===== config.mk =====
export PLATFORM = sky130hd
export DESIGN_NAME = wb_openram_multibank
export DESIGN_NICKNAME = d
export VERILOG_FILES = /design/src/rtl/wb_openram_multibank.sv
export SDC_FILE = /design/constraint.sdc
export NUM_CORES = 1
export LEC_CHECK = 0
export ABC_AREA = 1
export CAP_MARGIN = 20
export CORE_MARGIN = 2
export CORE_UTILIZATION = 40
export CTS_BUF_LIST = sky130_fd_sc_hd__clkbuf_4 sky130_fd_sc_hd__clkbuf_8
export DETAILED_ROUTE_END_ITERATION = 8
export GPL_TIMING_DRIVEN = 0
export PLACE_DENSITY_LB_ADDON = 0.1
export SETUP_SLACK_MARGIN = 0.05
export SLEW_MARGIN = 20
export SYNTH_ARGS = -nofsm -noshare
export SYNTH_HDL_FRONTEND = slang
export SYNTH_SLANG_ARGS = --single-unit

===== constraint.sdc =====
create_clock -name wb_clk_i -period 1.8 [get_ports wb_clk_i]
set_input_delay 0.18 -clock wb_clk_i [delete_from_list [all_inputs] [get_ports wb_clk_i]]
set_output_delay 0.18 -clock wb_clk_i [all_outputs]
set_load 0.03 [all_outputs]

===== src/rtl/wb_openram_multibank.sv =====
// wb_openram_multibank
// Wishbone classic slave that maps a window of the bus address space onto
// NUM_BANKS single-port OpenRAM macros. The macros share the write enable,
// byte mask, word address and write data; each bank has its own chip select.
// A read returns after READ_LATENCY extra cycles. If cyc drops mid-access,
// the access is abandoned without a response.
//
// Optional build macro: WB_OPENRAM_ERR_EN
//   defined   - an access to a bank index >= NUM_BANKS raises wbs_err_o
//   undefined - the same access is acked with zero read data; wbs_err_o is 0
module wb_openram_multibank #(
    parameter logic [31:0] BASE_ADDR    = 32'h3000_0000,
    parameter int          NUM_BANKS    = 2,
    parameter int          ADDR_WIDTH   = 8,
    parameter int          READ_LATENCY = 1
) (
    input  logic                      wb_clk_i,
    input  logic                      wb_rst_n_i,
    input  logic                      wbs_stb_i,
    input  logic                      wbs_cyc_i,
    input  logic                      wbs_we_i,
    input  logic [3:0]                wbs_sel_i,
    input  logic [31:0]               wbs_dat_i,
    input  logic [31:0]               wbs_adr_i,
    output logic                      wbs_ack_o,
    output logic                      wbs_err_o,
    output logic [31:0]               wbs_dat_o,
    output logic                      sram_clk0,
    output logic [NUM_BANKS-1:0]      sram_csb0,
    output logic                      sram_web0,
    output logic [3:0]                sram_wmask0,
    output logic [ADDR_WIDTH-1:0]     sram_addr0,
    output logic [31:0]               sram_din0,
    input  logic [NUM_BANKS*32-1:0]   sram_dout0
);

    // Bank index width; a single bank needs no index bits in the address.
    localparam int BB      = (NUM_BANKS > 1) ? $clog2(NUM_BANKS) : 0;
    localparam int BW      = (BB > 0) ? BB : 1;
    localparam int HIT_LSB = ADDR_WIDTH + 2 + BB;
    localparam int CW      = $clog2(READ_LATENCY + 1);

    localparam logic [BW:0]   NB_LIMIT = (BW + 1)'(NUM_BANKS);
    localparam logic [CW-1:0] LAT      = CW'(READ_LATENCY);

    typedef enum logic [1:0] {
        S_IDLE,
        S_ACCESS,
        S_WAIT,
        S_RESP
    } state_t;

    state_t                 state_q,  state_d;
    logic [NUM_BANKS-1:0]   csb_q,    csb_d;
    logic                   web_q,    web_d;
    logic [3:0]             wmask_q,  wmask_d;
    logic [ADDR_WIDTH-1:0]  addr_q,   addr_d;
    logic [31:0]            din_q,    din_d;
    logic                   ack_q,    ack_d;
    logic                   err_q,    err_d;
    logic [31:0]            dat_q,    dat_d;
    logic [BW-1:0]          bank_q,   bank_d;
    logic                   we_q,     we_d;
    logic [CW-1:0]          cnt_q,    cnt_d;

    logic                   hit;
    logic                   req;
    logic                   bank_absent;
    logic [BW-1:0]          req_bank;
    logic [ADDR_WIDTH-1:0]  req_word;
    logic [31:0]            rd_word;

    // Address decode: window hit, bank index and word index of the request.
    always_comb begin
        hit         = ((wbs_adr_i >> HIT_LSB) == (BASE_ADDR >> HIT_LSB));
        req         = wbs_cyc_i & wbs_stb_i & hit;
        req_word    = wbs_adr_i[ADDR_WIDTH+1:2];
        req_bank    = (BB == 0) ? '0 : BW'(wbs_adr_i >> (ADDR_WIDTH + 2));
        bank_absent = ({1'b0, req_bank} >= NB_LIMIT);
    end

    // Read-data select: pick the slice of the bank latched at acceptance.
    always_comb begin
        rd_word = '0;
        for (int k = 0; k < NUM_BANKS; k++) begin
            if (bank_q == BW'(k)) begin
                rd_word = sram_dout0[32*k +: 32];
            end
        end
    end

    // Next-state and registered-output logic. Chip selects and write enable
    // default to inactive so they are only low for the single ACCESS cycle.
    always_comb begin
        state_d = state_q;
        csb_d   = '1;
        web_d   = 1'b1;
        wmask_d = wmask_q;
        addr_d  = addr_q;
        din_d   = din_q;
        ack_d   = 1'b0;
        err_d   = 1'b0;
        dat_d   = dat_q;
        bank_d  = bank_q;
        we_d    = we_q;
        cnt_d   = cnt_q;

        unique case (state_q)
            S_IDLE: begin
                if (req) begin
                    if (bank_absent) begin
                        state_d = S_RESP;
`ifdef WB_OPENRAM_ERR_EN
                        err_d   = 1'b1;
`else
                        ack_d   = 1'b1;
                        dat_d   = '0;
`endif
                    end else begin
                        state_d = S_ACCESS;
                        for (int k = 0; k < NUM_BANKS; k++) begin
                            csb_d[k] = (req_bank != BW'(k));
                        end
                        web_d   = ~wbs_we_i;
                        wmask_d = wbs_we_i ? wbs_sel_i : 4'h0;
                        addr_d  = req_word;
                        din_d   = wbs_dat_i;
                        bank_d  = req_bank;
                        we_d    = wbs_we_i;
                    end
                end
            end

            // The macro captures at the end of this cycle, so an abandoned
            // write still lands in the array.
            S_ACCESS: begin
                if (!wbs_cyc_i) begin
                    state_d = S_IDLE;
                end else if (we_q) begin
                    state_d = S_RESP;
                    ack_d   = 1'b1;
                end else begin
                    state_d = S_WAIT;
                    cnt_d   = LAT;
                end
            end

            S_WAIT: begin
                if (!wbs_cyc_i) begin
                    state_d = S_IDLE;
                end else if (cnt_q == CW'(1)) begin
                    state_d = S_RESP;
                    ack_d   = 1'b1;
                    dat_d   = rd_word;
                end else begin
                    cnt_d   = cnt_q - CW'(1);
                end
            end

            S_RESP: begin
                state_d = S_IDLE;
            end

            default: begin
                state_d = S_IDLE;
            end
        endcase
    end

    // State and output registers, cleared immediately by the async reset.
    always_ff @(posedge wb_clk_i or negedge wb_rst_n_i) begin
        if (!wb_rst_n_i) begin
            state_q <= S_IDLE;
            csb_q   <= '1;
            web_q   <= 1'b1;
            wmask_q <= '0;
            addr_q  <= '0;
            din_q   <= '0;
            ack_q   <= 1'b0;
            err_q   <= 1'b0;
            dat_q   <= '0;
            bank_q  <= '0;
            we_q    <= 1'b0;
            cnt_q   <= '0;
        end else begin
            state_q <= state_d;
            csb_q   <= csb_d;
            web_q   <= web_d;
            wmask_q <= wmask_d;
            addr_q  <= addr_d;
            din_q   <= din_d;
            ack_q   <= ack_d;
            err_q   <= err_d;
            dat_q   <= dat_d;
            bank_q  <= bank_d;
            we_q    <= we_d;
            cnt_q   <= cnt_d;
        end
    end

    assign sram_clk0   = wb_clk_i;
    assign sram_csb0   = csb_q;
    assign sram_web0   = web_q;
    assign sram_wmask0 = wmask_q;
    assign sram_addr0  = addr_q;
    assign sram_din0   = din_q;
    assign wbs_ack_o   = ack_q;
    assign wbs_err_o   = err_q;
    assign wbs_dat_o   = dat_q;

endmodule


# After elaboration in Yosys (flattened, before gate mapping)
# Cells that the tools add are included.
# Widths: inputs -> output; s select.
[word_totals]
reg_bits = 85
out_inout_bits = 82
[classes]
addsub = 1
n_mux = 22
bitwise = 4
n_reduce_logical = 6
eq_ne = 9
[ops]
columns = ["op", "n"]
rows = [
  ["$mux 32", 1],
  ["$eq 21x19->1 const B", 1],
  ["$mux 2", 6],
  ["$mux 1", 11],
  ["$ne 2x2->1 const B", 4],
  ["$pmux 2 s4", 1],
  ["$eq 2x2->1 const B", 2],
  ["$mux 4", 1],
  ["$pmux 1 s2", 2],
  ["$reduce_and 2->1", 2],
  ["$reduce_and 4->1", 1],
  ["$ne 3x3->1 const B", 1],
  ["$reduce_and 3->1", 1],
  ["$and 1x1->1", 2],
  ["$eq 2x1->1 const B", 1],
  ["$logic_not 2->1", 1],
  ["$not 1->1", 2],
  ["$reduce_bool 2->1", 1],
  ["$sub 1x1->1 const B", 1],
]

# Logic depth before layout (Yosys ltp)
# Gate-level depths: netlist (run 1).
[depth]
depth_word = 4
mapped_depth = 10
mapped_depth_nobuf = 9

==> results of run 1 <==
==> synth_stat cells <==
library cell,n
a21oi_1,1
and3_1,1
buf_1,3
buf_12,3
buf_2,4
buf_4,2
buf_6,5
clkbuf_1,15
conb_1,1
dfrtp_1,82
dfstp_2,3
ha_1,4
inv_1,11
inv_2,1
nand2_1,117
nand2_2,30
nand3_1,9
nand3_4,1
nand3b_1,2
nand4_2,1
nor2_1,75
nor2_2,1
nor2_4,3
o21ai_0,35
o41ai_1,32
or2_2,1
==> what timing repair did <==
action | 4_1_cts | 5_1_grt
hold buffers | 1 | 0
setup endpoints to repair | 14 | 59
setup buffers | 0 | 0
gates resized for setup | 7 | 46
hold endpoints to repair | 42 | 0
==> logic make-up (layout without fill, tap and decap cells) <==
kind of cell	Yosys count	after routing	synth area share, %
buf+inv	44	280	6.67
other cells	1	1	0.0947
compound gates	68	68	11.6
simple gates	241	241	26.5
fa+ha+maj	4	4	1.26
flops	85	85	53.8
==> final timing paths <==
| kind | start | end | slack, ns | cells after the start |
|---|---|---|---|---|
| max | wbs_dat_o[29]$_DFFE_PN0P_ | wbs_dat_o[29] | 0.1 | 1 |
| min | wbs_adr_i[10] | sram_csb0[1]$_DFF_PN1_ | 0.25 | 2 |
| max reg2reg | state_q[0]$_DFFE_PN0P_ | wbs_dat_o[24]$_DFFE_PN0P_ | 0.14 | 6 |
| min reg2reg | sram_wmask0[0]$_DFFE_PN0P_ | sram_wmask0[0]$_DFFE_PN0P_ | 0.48 | 2 |
| max in group asynchronous | wb_rst_n_i | sram_csb0[0]$_DFF_PN1_ | 0.85 | 3 |
| min in group asynchronous | wb_rst_n_i | sram_din0[13]$_DFFE_PN0P_ | 0.26 | 2 |
==> per-stage QoR <==
step | hold WS [ns] | worst slack, ns | TNS (ns) | cell area [um^2] | util (%)
finish | 0.246 | 0.0989 | 0 | 6700 | 69.1
global route | 0.239 | -0.0251 | -0.0251 | 6700 | 69.1
CTS | 0.235 | 0.00844 | 0 | 6560 | 67.8
detailed placement | 0.219 | -0.103 | -3.52 | 6300 | 65.1
global placement | 0.461 | -2.59 | -219.48 | 6280 | 64.8
floorplan | -0.116 | 0.295 | 0 | 3960 | -
==> state kept, by name (all words and copies together) (netlist names), 2 cells and up <==
register	count
sram_wmask0	4
wbs_dat_o	32
sram_csb0	2
sram_din0	32
sram_addr0	8
state_q	2
==> layout make-up <==
class	count	area (um^2)
repair buffers	216	2190
plain buffers	32	231
fillers	787	2990
inverters	12	45.0
clock buffers	18	214
multi-input cells	314	1680
flip-flops and latches	85	2130
well taps	133	166
clock inverters	2	35.0
==> layer usage <==
| metal | vias up | GRT usage, % |
|---|---|---|
| met3 | 20 | 8.56 |
| met2 | 167 | 37.9 |
| met5 | - | 0 |
| li1 | 1909 | - |
| met1 | 1851 | 27.9 |
| met4 | 0 | 8.78 |
==> power groups by stage <==
| stage | Sequential (uW) | Combinational (uW) | Clock (uW) |
|---|---|---|---|
| CTS | 2380 | 2290 | 1730 |
| detailed placement | 2420 | 2270 | 123 |
| finish | 2380 | 2400 | 1680 |
| floorplan | 3000 | 554 | 83.2 |
| global placement | 2400 | 2240 | 123 |
| global route | 2430 | 2550 | 1820 |
==> results.yml, run 1 <==
die:
  top_level_ports: 219
  die_area_mm2: 0.0107
  initial_core_util_pct: 40.9
  die_h_um: 104
  coreArea_mm2: 0.00968
  rows: 36
  chipWidth_um: 104
timing:
  max_freq_mhz: 588
  tightestPinTransition_ns: 0.574
  hold_violations: 0
  relSlewSlack_pct: 61.7
  slew_violations: 0
  rsz0062_at_grt: "yes"
  setup_viol: 0
  fin_crit_sh_pct: 94.5
  fin_skew_ns: 0.0129
  finalCriticalPeriod_ns: 1.70
clocking:
  clkTransAtPathRegs_ns: 0.08
  clock_latency_ns: 0.46
  cts_tree: "built"
yosys:
  synth_top_area_share_pct: 51.8
  yosys-top-cells-area: "dfrtp_1, nand2_1, nor2_1"
  netlist_area_mm2: 0.00396
  yosysWarningCount: 0
  synth_cell_types: 26
  yosysTopAreaCell: "dfrtp_1"
  synth_seq_cells: 85
  syn-num-nets: 584
  ys_seq_area_share_pct: 53.8
  synthCells: 443
  syn_avg_cell_area_um2: 8.94
run:
  maxCapViolCount: 0
route:
  route.detailed.drc: 0
  wire_per_inst_um: 15.0
  drt_wl_total_um: 12200
  drt-met1-wl_um: 4900
  num_vias: 3947
  vias_per_cell: 4.86
  highest_layer: "met4"
  dr_wl_met3_um: 1080
  drtIter0Drc: 114
  wl_met2_um: 5960
  postRouteAntennaNets: 0
  dr.pass1.iters: 5
finish:
  layout-drive-gt1-share_pct: 14.6
  antenna_cells: 0
  instances_no_fill: 812
  layout.nets: 815
  final_cell_mix: "clkdlybuf4s50_1, nand2_1, dfrtp_1"
  syn2layout_area_growth_pct: 69.1
  layout_commonest_cell: "clkdlybuf4s50_1"
worst_setup_path:
  slowest_stage: "clkdlybuf4s50_1"
  path_buf_inv: 1
  crit_family: "buffers and inverters"
  crit_chain: "clkdlybuf4s50_1"
  slowest_delay_ns: 0.70
  cp-end-kind: "output pin"
  cp.required_ns: 1.62
  cp_max_fo: 2
  arrival_ns: 1.52
  critPathLaunchType: "flip-flop"
  crit_type: "flip-flop to output pin"
pwr:
  p_sw_uw: 2200
  clockPowerShare_pct: 26.0
  power.leakage_uw: 0.00317
  p_per_area_mw_per_mm2: 965
  comb_power_share_pct: 37.1
  swShare_pct: 34.1
  seqPwrFrac_pct: 36.9
  cell_internal_pwr_uw: 4260
  p_total_uw: 6460
  vdd_drop_max_mv: 0.458
grt:
  grt_antenna_before_repair: 0
  grt_overflow: 0
  grt_usage_pct: 23.1
  grt_max_degree: 44
  grt_pass1_wl_um: 19900
  grt_pass1_vias: 4093
placement:
  place.gp.congestion: 0.798
  dp.cells: 792
  io_buffers: 215
  hpwl_um: 8900
hold_path:
  min_path_type: "primary input to flip-flop"
run_status:
  status: "finished, final reports clean"
Power figures use the tool's default switching activity.
==> run 2: changes to the inputs <==
CORE_UTILIZATION = 35   (was 40)
SETUP_SLACK_MARGIN = default   (was 0.05)
==> run 2 against run 1 <==
Clock power decreased by 10%. Core utilization down 8.0 points. Critical path depth up 6. Combinational power is essentially flat. Largest cell class unchanged. Largest power group unchanged. Highest routed layer unchanged.
==> results.yml, run 2 (synthesis results as in run 1) <==
run_status:
  status: "finished, final reports clean"
pwr:
  swShare_pct: 35.9
  seqPwrFrac_pct: 37.9
  power.leakage_uw: 0.00304
  cell_internal_pwr_uw: 4040
  vdd_drop_max_mv: 0.553
  p_total_uw: 6300
  clockPowerShare_pct: 23.9
  p_sw_uw: 2260
  comb_power_share_pct: 38.2
  p_per_area_mw_per_mm2: 943
run:
  maxCapViolCount: 0
worst_setup_path:
  crit_chain: "inv_1 > ha_2 > nand2_1 > buf_2 > clkbuf_2 > o21ai_0 > o41ai_2"
  critPathLaunchType: "flip-flop"
  r2r_cells: 7
  crit_type: "flip-flop to flip-flop"
  cp-end-kind: "flip-flop"
  slowest_delay_ns: 0.42
  cp_max_fo: 10
  slowest_stage: "dfrtp_1"
  arrival_ns: 2.08
  cp.required_ns: 2.11
finish:
  layout_commonest_cell: "clkdlybuf4s50_1"
  layout-drive-gt1-share_pct: 14.6
  instances_no_fill: 819
  syn2layout_area_growth_pct: 68.8
  fin_area_mm2: 0.00668
  final_cell_mix: "clkdlybuf4s50_1, nand2_1, dfrtp_1"
  fill_cells: 991
  layout.nets: 815
  antenna_cells: 0
die:
  initial_core_util_pct: 36.2
  die_h_um: 110
  top_level_ports: 219
  coreArea_mm2: 0.0109
  chipWidth_um: 110
  die_area_mm2: 0.0122
  rows: 38
route:
  drt_wl_total_um: 12500
  route.detailed.drc: 0
  postRouteAntennaNets: 0
  dr.pass1.iters: 4
  drtIter0Drc: 170
  wire_per_inst_um: 15.2
  vias_per_cell: 4.78
  num_vias: 3911
timing:
  relSlewSlack_pct: 54.5
  finalCriticalPeriod_ns: 1.77
  setup_viol: 0
  fin_skew_ns: 0.00570
  tightestPinTransition_ns: 0.682
  fin_crit_sh_pct: 98.4
  slew_violations: 0
  max_freq_mhz: 564
  rsz0062_at_grt: "yes"
  whs_ns: 0.225
  hold_violations: 0
grt:
  grt_overflow: 0
  grt_antenna_before_repair: 0
  grt_usage_pct: 20.3
  grt_pass1_vias: 4009
  use_met1_pct: 23.0
  grt.busiest_layer: "met2"
  met3_usage_pct: 7.41
  grt_max_degree: 50
  grt_pass1_wl_um: 19000
  met2_usage_pct: 34.1
placement:
  placed_cell_area_mm2: 0.00631
  io_buffers: 215
  place.gp.congestion: 0.769
  dp.cells: 799
  hpwl_um: 9210
hold_path:
  min_path_type: "primary input to asynchronous set/reset pin"
clocking:
  cts_setup_buffers: 0
  clkTransAtPathRegs_ns: 0.09
  clock_latency_ns: 0.46
  cts_tree: "built"
## run 2: cell count changes in the layout (fill, tap and decap cells not counted), moves of 2 or more
cell             previous run  this run
dlymetal6s2s_1              7         0
o41ai_1                    18        15
o41ai_2                    14        17
clkinv_4                    0         2
clkbuf_4                    5         1
clkinvlp_4                  0         2
clkdlybuf4s50_1           203       210
clkbuf_2                    6         4
## run 2: power groups by stage
stage / clock (uW) / sequential (uW) / combinational, uW
floorplan: 83.2 / 3000 / 554
global route: 1670 / 2430 / 2570
finish: 1510 / 2390 / 2410
detailed placement: 123 / 2420 / 2270
CTS: 1570 / 2380 / 2290
global placement: 123 / 2400 / 2230
## run 2: timing repair
item,4_1_cts,5_1_grt
resized for setup,7,37
pin swaps,0,0
endpoints found under the hold margin,33,0
hold buffers,1,0
endpoints found under the setup margin,16,29
## run 2: worst paths after layout
check,start,end,slack [ns]
setup / recovery,state_q[0]$_DFFE_PN0P_,wbs_dat_o[14]$_DFFE_PN0P_,0.03
hold / removal,wb_rst_n_i,wbs_dat_o[8]$_DFFE_PN0P_,0.23
setup reg to reg,state_q[0]$_DFFE_PN0P_,wbs_dat_o[14]$_DFFE_PN0P_,0.03
hold reg to reg,sram_din0[19]$_DFFE_PN0P_,sram_din0[19]$_DFFE_PN0P_,0.48
max in group asynchronous,wb_rst_n_i,sram_din0[5]$_DFFE_PN0P_,0.94
min in group wb_clk_i,wbs_adr_i[10],sram_csb0[1]$_DFF_PN1_,0.24
## run 2: per-stage QoR
| step | utilization [%] | setup WS, ns | TNS (ns) |
|---|---|---|---|
| floorplan | - | 0.295 | 0 |
| global placement | 57.5 | -2.69 | -229.51 |
| detailed placement | 57.7 | -0.144 | -5.09 |
| CTS | 59.9 | -0.0135 | -0.0246 |
| global route | 61.1 | -0.0569 | -0.237 |
| finish | 61.1 | 0.0281 | 0 |
## run 2: critical path, delay by kind of cell (launching register included)
family,cells,cell delay [ns]
buffers and inverters,3,0.51
flip-flops,1,0.42
AO/OA/AOI/OAI,2,0.39
adder cells (fa/ha/maj),1,0.23
AND/OR/NAND/NOR,1,0.08
## run 2: area by class of cell
class | instances | area (um^2) | share of cell area [%]
clock buffers | 13 | 174 | 2.60
inverters | 12 | 45.0 | 0.674
multi-input cells | 314 | 1700 | 25.5
plain buffers | 32 | 230 | 3.44
flip-flops and latches | 85 | 2130 | 31.9
well taps | 140 | 175 | 2.62
clock inverters | 7 | 51.3 | 0.768
repair buffers | 216 | 2170 | 32.5
## run 2: layer usage
metal	vias to the layer above	wire [um]	share of wire, %
met5	-	0	0
met4	0	277	2.2
met3	21	1190	9.5
met2	147	6000	48
met1	1837	5020	40
li1	1906	-	-
==> run 3: changes to the inputs <==
RECOVER_POWER = 100   (was default)
==> run 3 against run 2 <==
Combinational power hardly changed. Global-route usage is the same. Total power fell by 0.15%. Largest cell class unchanged.
==> results.yml, run 3 (synthesis results as in run 1) <==
finish:
  final_cell_mix: "clkdlybuf4s50_1, nand2_1, dfrtp_1"
  instances_no_fill: 819
  fin_util_pct: 60.3
  layout_commonest_cell: "clkdlybuf4s50_1"
  layout-drive-gt1-share_pct: 11.0
  syn2layout_area_growth_pct: 66.6
  layout.nets: 815
  antenna_cells: 0
route:
  dr.pass1.iters: 4
  wire_per_inst_um: 15.2
  postRouteAntennaNets: 0
  vias_per_cell: 4.77
  drt_wl_total_um: 12500
  route.detailed.drc: 0
  num_vias: 3904
  drtIter0Drc: 175
worst_setup_path:
  crit_chain: "inv_1 > ha_2 > nand2_1 > buf_2 > clkbuf_2 > o21ai_0 > o41ai_2"
  path_buf_inv: 3
  cp_max_fo: 10
  crit_family: "buffers and inverters"
  slowest_delay_ns: 0.42
  cp-end-kind: "flip-flop"
  slowest_stage: "dfrtp_1"
  cp.required_ns: 2.11
  arrival_ns: 2.08
  crit_type: "flip-flop to flip-flop"
  critPathLaunchType: "flip-flop"
timing:
  relSlewSlack_pct: 34.0
  finalCriticalPeriod_ns: 1.77
  hold_violations: 0
  fin_crit_sh_pct: 98.4
  tightestPinTransition_ns: 0.990
  setup-tns-final_ns: 0
  slew_violations: 0
  setup_viol: 0
  rsz0062_at_grt: "yes"
  max_freq_mhz: 564
  fin_skew_ns: 0.00567
  whs_ns: 0.243
die:
  chipWidth_um: 110
  die_area_mm2: 0.0122
  die_h_um: 110
  top_level_ports: 219
  initial_core_util_pct: 36.2
  coreArea_mm2: 0.0109
  rows: 38
clocking:
  clkTransAtPathRegs_ns: 0.09
  clock_latency_ns: 0.46
  cts_setup_buffers: 0
  cts_tree: "built"
grt:
  grt_usage_pct: 20.3
  grt_pass1_wl_um: 19000
  grt_antenna_before_repair: 0
  grt_overflow: 0
  grt_max_degree: 50
  grt_pass1_vias: 4009
run:
  maxCapViolCount: 0
hold_path:
  min_path_type: "primary input to flip-flop"
placement:
  place.gp.congestion: 0.769
  io_buffers: 215
  hpwl_um: 9210
  dp.cells: 799
pwr:
  power.leakage_uw: 0.00302
  p_total_uw: 6290
  p_per_area_mw_per_mm2: 954
  vdd_drop_max_mv: 0.553
run_status:
  status: "finished, final reports clean"
run 3: cell count changes in the layout (fill, tap and decap cells not counted):
cell / before / now
buf_4: 4 / 3
nor2_4: 3 / 2
clkbuf_2: 4 / 6
buf_6: 5 / 7
nor2_1: 75 / 76
buf_2: 3 / 2
buf_12: 3 / 1
nand2_1: 117 / 140
nand2_2: 30 / 7
clkbuf_1: 10 / 11
buf_1: 3 / 2
run 3: per-stage QoR:
stage	area [um^2]	worst slack, ns
floorplan	3960	0.295
global placement	6290	-2.69
detailed placement	6310	-0.144
CTS	6550	-0.0135
global route	6600	-0.0569
finish	6600	0.0284
run 3: what timing repair did:
item,4_1_cts,5_1_grt
endpoints found under the hold margin,33,0
hold buffers,1,0
pin swaps,0,0
setup endpoints to repair,16,29
gates resized for setup,7,37
run 3: path summary, 6_finish.rpt:
| path | start | endpoint | slack (ns) | depth (start not counted) |
|---|---|---|---|---|
| setup / recovery | state_q[0]$_DFFE_PN0P_ | wbs_dat_o[14]$_DFFE_PN0P_ | 0.03 | 7 |
| hold / removal | wbs_adr_i[10] | sram_csb0[1]$_DFF_PN1_ | 0.24 | 2 |
| setup reg to reg | state_q[0]$_DFFE_PN0P_ | wbs_dat_o[14]$_DFFE_PN0P_ | 0.03 | 7 |
| hold reg to reg | sram_din0[19]$_DFFE_PN0P_ | sram_din0[19]$_DFFE_PN0P_ | 0.48 | 2 |
| max in group asynchronous | wb_rst_n_i | wbs_dat_o[27]$_DFFE_PN0P_ | 0.62 | 3 |
| min in group asynchronous | wb_rst_n_i | wbs_dat_o[8]$_DFFE_PN0P_ | 0.41 | 2 |
run 3: per-layer routing:
layer	global-route usage, %	part of all wire, %
met1	23.0	40
met2	34.1	48
met3	7.41	9.5
met4	9.20	2.2
met5	0	0
run 3: cell type report:
| class | count | area (um^2) |
|---|---|---|
| multi-input combinational | 314 | 1640 |
| clock buffer | 13 | 174 |
| buffer | 32 | 213 |
| fill | 1008 | 4340 |
| tap | 140 | 175 |
| timing repair buffer | 216 | 2170 |
| sequential | 85 | 2130 |
| inverter | 12 | 45.0 |
| clock inverter | 7 | 51.3 |
run 3: power breakdown:
part	switching, uW	total, uW	internal (uW)
Combinational	1270	2400	1120
Sequential	165	2390	2230
Clock	814	1510	695
Total	2250	6290	4040
